[config.mk]
export PLATFORM = sky130hd
export DESIGN_NAME = muldiv_datapath
export DESIGN_NICKNAME = d
export VERILOG_FILES = /design/src/rtl/muldiv_datapath.sv
export SDC_FILE = /design/constraint.sdc
export NUM_CORES = 1
export LEC_CHECK = 0
export CORE_ASPECT_RATIO = 0.8
export CORE_MARGIN = 1
export CORE_UTILIZATION = 45
export CTS_BUF_LIST = sky130_fd_sc_hd__clkbuf_8 sky130_fd_sc_hd__clkbuf_16
export CTS_CLUSTER_DIAMETER = 50
export DETAILED_ROUTE_END_ITERATION = 8
export PLACE_DENSITY = 0.72
export SLEW_MARGIN = 10
export SYNTH_ARGS = -nofsm -noshare
export SYNTH_HDL_FRONTEND = slang
export SYNTH_SLANG_ARGS = --single-unit
[constraint.sdc]
create_clock -name clock -period 4.2 [get_ports clock]
set_input_delay 0.84 -clock clock [delete_from_list [all_inputs] [get_ports clock]]
set_output_delay 0.84 -clock clock [all_outputs]
set_load 0.05 [all_outputs]
[src/rtl/muldiv_datapath.sv]
// Shift-add multiply / restoring divide datapath driven cycle-by-cycle by an external
// control word; holds accumulator, quotient/multiplier, divisor/multiplicand and count.
module muldiv_datapath #(
  parameter int WIDTH = 8
) (
  input  logic             clock,
  input  logic             reset,
  input  logic             mode,
  input  logic [4:0]       cs,
  input  logic [WIDTH-1:0] a,
  input  logic [WIDTH-1:0] b,
  output logic [WIDTH-1:0] result_hi,
  output logic [WIDTH-1:0] result_lo,
  output logic             count_zero,
  output logic             acc_neg,
  output logic             done
);

  localparam int CW = $clog2(WIDTH + 1);

  logic [WIDTH:0]   acc_q, acc_d;
  logic [WIDTH-1:0] q_q, q_d;
  logic [WIDTH-1:0] m_q, m_d;
  logic [CW-1:0]    cnt_q, cnt_d;
  logic             mode_q, mode_d;
  logic             done_q, done_d;
  logic [WIDTH:0]   m_ext_s;

  assign m_ext_s = {1'b0, m_q};

  // Next-state decode: LOAD > SHIFT > ARITH > RESTORE; DEC rides alongside unless LOAD.
  always_comb begin
    acc_d  = acc_q;
    q_d    = q_q;
    m_d    = m_q;
    cnt_d  = cnt_q;
    mode_d = mode_q;
    done_d = done_q;
    if (cs[0]) begin
      acc_d  = '0;
      q_d    = a;
      m_d    = b;
      cnt_d  = CW'(WIDTH);
      mode_d = mode;
      done_d = 1'b0;
    end else begin
      if (cs[2]) begin
        if (mode_q) begin
          // A[WIDTH] is discarded: it is always clear after a restore step.
          acc_d = {acc_q[WIDTH-1:0], q_q[WIDTH-1]};
          q_d   = {q_q[WIDTH-2:0], 1'b0};
        end else begin
          acc_d = {1'b0, acc_q[WIDTH:1]};
          q_d   = {acc_q[0], q_q[WIDTH-1:1]};
        end
      end else if (cs[1]) begin
        if (mode_q) begin
          acc_d = acc_q - m_ext_s;
        end else if (q_q[0]) begin
          acc_d = {1'b0, acc_q[WIDTH-1:0]} + m_ext_s;
        end else begin
          acc_d = acc_q;
        end
      end else if (cs[3]) begin
        if (mode_q) begin
          if (acc_q[WIDTH]) begin
            acc_d  = acc_q + m_ext_s;
            q_d[0] = 1'b0;
          end else begin
            q_d[0] = 1'b1;
          end
        end else begin
          acc_d = acc_q;
        end
      end else begin
        acc_d = acc_q;
      end

      if (cs[4]) begin
        if (cnt_q != '0) begin
          cnt_d  = cnt_q - CW'(1);
          done_d = (cnt_q == CW'(1)) ? 1'b1 : done_q;
        end else begin
          cnt_d = cnt_q;
        end
      end else begin
        cnt_d = cnt_q;
      end
    end
  end

  // State registers with synchronous reset overriding any command.
  always_ff @(posedge clock) begin
    if (reset) begin
      acc_q  <= '0;
      q_q    <= '0;
      m_q    <= '0;
      cnt_q  <= '0;
      mode_q <= 1'b0;
      done_q <= 1'b0;
    end else begin
      acc_q  <= acc_d;
      q_q    <= q_d;
      m_q    <= m_d;
      cnt_q  <= cnt_d;
      mode_q <= mode_d;
      done_q <= done_d;
    end
  end

  assign result_hi  = acc_q[WIDTH-1:0];
  assign result_lo  = q_q;
  assign acc_neg    = acc_q[WIDTH];
  assign count_zero = (cnt_q == '0);
  assign done       = done_q;

endmodule

; Word-level counts from Yosys, hierarchy flattened
; Index checks and enable logic that the tools add are counted.
[word_totals]
register_bits = 31
out_inout_bits = 19
word_cells = 52
[op_classes]
add_sub_neg = 4
eq_ne = 2
mux = 19
n_reduce_logical = 18
[ops]
columns = cell, n
row1 = 2-to-1 mux 9 bit, 8
row2 = nonzero test 3 bit, 6
row3 = 2-to-1 mux 8 bit, 2
row4 = 2-to-1 mux 4 bit, 3
row5 = adder 8 x 8 -> 9 bit, 1
row6 = adder 9 x 8 -> 9 bit, 1
row7 = AND reduction 3 bit, 3
row8 = subtractor 9 x 8 -> 9 bit, 1
row9 = 2-to-1 mux 7 bit, 1
row10 = nonzero test 2 bit, 3
row11 = 2-to-1 mux 1 bit, 5
row12 = "== test 4 x 1 -> 1 bit, second input constant", 1
row13 = zero test 4 bit, 1
row14 = AND reduction 2 bit, 2
row15 = AND reduction 4 bit, 1
row16 = nonzero test 4 bit, 1
row17 = "subtractor 4 x 1 -> 4 bit, second input constant", 1
row18 = "!= test 3 x 2 -> 1 bit, second input constant", 1
row19 = OR reduction 2 bit, 1

; Logic depth before layout (Yosys ltp)
[depth]
depth_word = 6
depth_mapped = 10
depth_no_buf = 10

; Least setup slack after synthesis
; No wires, ideal clock.
[synth_timing]
path_type = reg-to-output
start = register cnt_q[0]
end = output port count_zero
arrival_ns = 1.727
slack_ns = 1.633
stages_incl_launch_ff = 4
cell_sequence = dfxtp_1 > inv_1 > ha_1 > nor3b_1
[synth_between]
elab_chain_cells = 1
[synth_lines]
columns = item, line
row1 = from (decl), 24  ; logic [CW-1:0] cnt_q, cnt_d;
row2 = from (signal assigned), 105  ; cnt_q <= cnt_d;
row3 = zero test 4 bit, 114  ; assign count_zero = (cnt_q == '0);
row4 = to (decl), 14  ; output logic count_zero,
; No other way between the ends.

; Worst setup path after layout
; Ends and elaborated chain as after synthesis.

==> impl_metrics.toml <==
[clock_network]
clock-root-buffer = "clkbuf_8"
clk_latency_ns = 0.29
cts_resized = 0
cts-hold-fix-buffers = 0
cts_sinks = 31
post-cts-setup-buffers = 0
path_clk_slew_ns = 0.07
cts_made_buffers = 5
clockBufferDepth = 2
h-tree-depth = 2
tritoncts = "done"

[routing]
firstDrtPassIters = 4
routed_wl_um = 5370
wl_per_cell_um = 14.2
drc = 0
drtAntennaViolNets = 0
via_count = 2100
viasPerCell = 5.56
drtIter0Drc = 105

[critical_path]
critPathTopFamily = "buffers and inverters"
path_class = "flip-flop to output pin"
cp-start-kind = "flip-flop"
worst_ep_arrival_time_ns = 2.05
cpMaxStageDelayCell = "clkdlybuf4s50_1"
required_ns = 3.36
worst-path-max-fanout = 4
path_buf_inv = 2
max_stage_delay_ns = 0.87
critPathCaptureType = "output pin"
crit_chain = "inv_1 > ha_1 > nor3b_1 > clkdlybuf4s50_1"

[grt]
antenna_found_initial = 0
grt_pass1_vias = 1870
grt_pass1_wl_um = 9110
grtUsageTotal = 0.227
gr-total-overflow = 0
grt_max_degree = 31

[die]
start_util = 0.478
dieArea_sq_um = 5260
core_region_area_sq_um = 4680
row_count = 22
die_w_um = 80.8
ios = 43
die_height_um = 65.0

[synthesis]
yosysSeqAreaShare = 0.278
synth_area_sq_um = 2240
ys.flop_type = "dfxtp_1"
synthCells = 280
yosys_warnings = 0
synth_seq_cells = 31
postSynthAreaPerCell_sq_um = 7.99
synth.net_count = 324
synth-async-reset-ratio = 0
synth_edf_count = 0
synthDistinctLibCells = 47

[sta]
finalCritPeriodShare = 0.687
worst_pin_slew_ns = 0.778
hold_ws_ns = 0.485
worst_clock_skew_ns = 0.00489
hold_viol = 0
fmax_mhz = 347
slew_headroom = 0.480
drv_slew = 0
min_period_ns = 2.89
rsz0062_at_grt = "false"
fin_ws_ns = 1.31
finalSetupViolations = 0
setup_tns_ns = 0

[pwr]
pwr_density_cell_nw_per_um2 = 285
max-vdd-ir-drop_uv = 212
total_power_uw = 786
leakage_nw = 1.10

[hold_path]
hold_path.class = "flip-flop to flip-flop"

[place]
place_hpwl_um = 3950
portBuffers = 42
preCtsSetupSlack_ns = 1.46
gp_congestion = 0.809
dpl_cell_area_sq_um = 2680

[final_layout]
regArea_sq_um = 621
area_growth_syn_to_layout_pct = 23.5
diodes = 0
fillerInstances = 451
nets = 361
layout-drive-gt1-share = 0.0723
multi_input_area_sq_um = 1460
postLayoutCellArea_sq_um = 2760
final_cell_mix = "49 x nor2_1, 42 x clkdlybuf4s50_1, 31 x a21oi_1, 31 x dfxtp_1"
final_common_cell = "nor2_1"

[run_status]
status = "finished clean"

[flow_run]
maxCapViolations = 0
==> kinds of logic after synthesis <==
kind of cell	count (synthesis)	share of synthesized area
simple gates	82	0.164
compound gates	79	0.224
buf+inv	35	0.0683
flops	31	0.278
mux	27	0.124
fa+ha+maj	20	0.119
xor+xnor	6	0.0235
==> worst reg2reg max path, cell delays in order (launching register included) <==
cell and delay (ns):
dfxtp_1 0.38, inv_1 0.09, ha_1 0.16, inv_1 0.05, fa_1 0.39, a21o_1 0.20, a211o_1 0.33, a21oi_1 0.15
a2bb2oi_1 0.20, xor2_1 0.17, a21oi_1 0.08
==> state kept, by name, indices dropped and copies added, names as in the netlist <==
signal,flops
mode_q,1
cnt_q,4
done,1
m_q,8
result_lo,8
acc_q,9
==> Yosys cell counts (2+ instances only) <==
library cell	number	area, sq um
a211oi_1	10	75.1
a21oi_1	31	155
a22oi_1	3	22.5
a2bb2oi_1	2	17.5
a31oi_1	4	25.0
and3_2	2	15.0
buf_1	3	11.3
buf_2	2	10.0
buf_6	2	22.5
clkbuf_1	8	30.0
dfxtp_1	31	621
fa_1	2	40.0
ha_1	18	225
inv_1	19	71.3
mux2_2	6	67.6
mux2i_1	21	210
nand2_1	12	45.0
nand3_1	3	15.0
nor2_1	49	184
nor2b_1	4	25.0
nor3_1	3	15.0
nor3b_1	2	15.0
o211ai_1	2	15.0
o21ai_0	12	60.1
o21bai_1	3	22.5
xnor2_1	3	26.3
xor2_1	3	26.3
==> per-layer routing <==
metal / part of all wire / global-route usage
met5: 0 / 0
met1: 0.52 / 0.338
met3: 0.042 / 0.0577
met2: 0.42 / 0.316
met4: 0.0099 / 0.0625
==> power breakdown <==
| group | switching (mW) | leakage [nW] | internal (mW) |
|---|---|---|---|
| combinational | 0.127 | 0.790 | 0.0982 |
| sequential | 0.0210 | 0.255 | 0.311 |
| clock | 0.117 | 0.0505 | 0.111 |
==> per-stage QoR <==
stage | instances | util
final | 378 | 0.590
after global routing | 378 | 0.590
after CTS | 378 | 0.590
after detailed placement | 370 | 0.573
after global placement | 370 | 0.573
after floorplan | 280 | -
==> final timing paths <==
path,startpoint,cells past startpoint,slack (ns),to
hold reg to reg,done$_SDFFE_PP0P_,2,0.48,done$_SDFFE_PP0P_
hold / removal,done$_SDFFE_PP0P_,2,0.48,done$_SDFFE_PP0P_
setup reg to reg,acc_q[0]$_SDFFE_PP0P_,10,1.87,acc_q[6]$_SDFFE_PP0P_
setup / recovery,cnt_q[0]$_SDFFE_PP0P_,4,1.31,count_zero
==> area by class of cell <==
type / count / area share
multi-input combinational: 214 / 0.530
sequential: 31 / 0.225
timing repair buffer: 46 / 0.163
tap: 60 / 0.0272
inverter: 19 / 0.0258
clock buffer: 5 / 0.0249
clock inverter: 3 / 0.00453
Power figures use the tool's default switching activity.
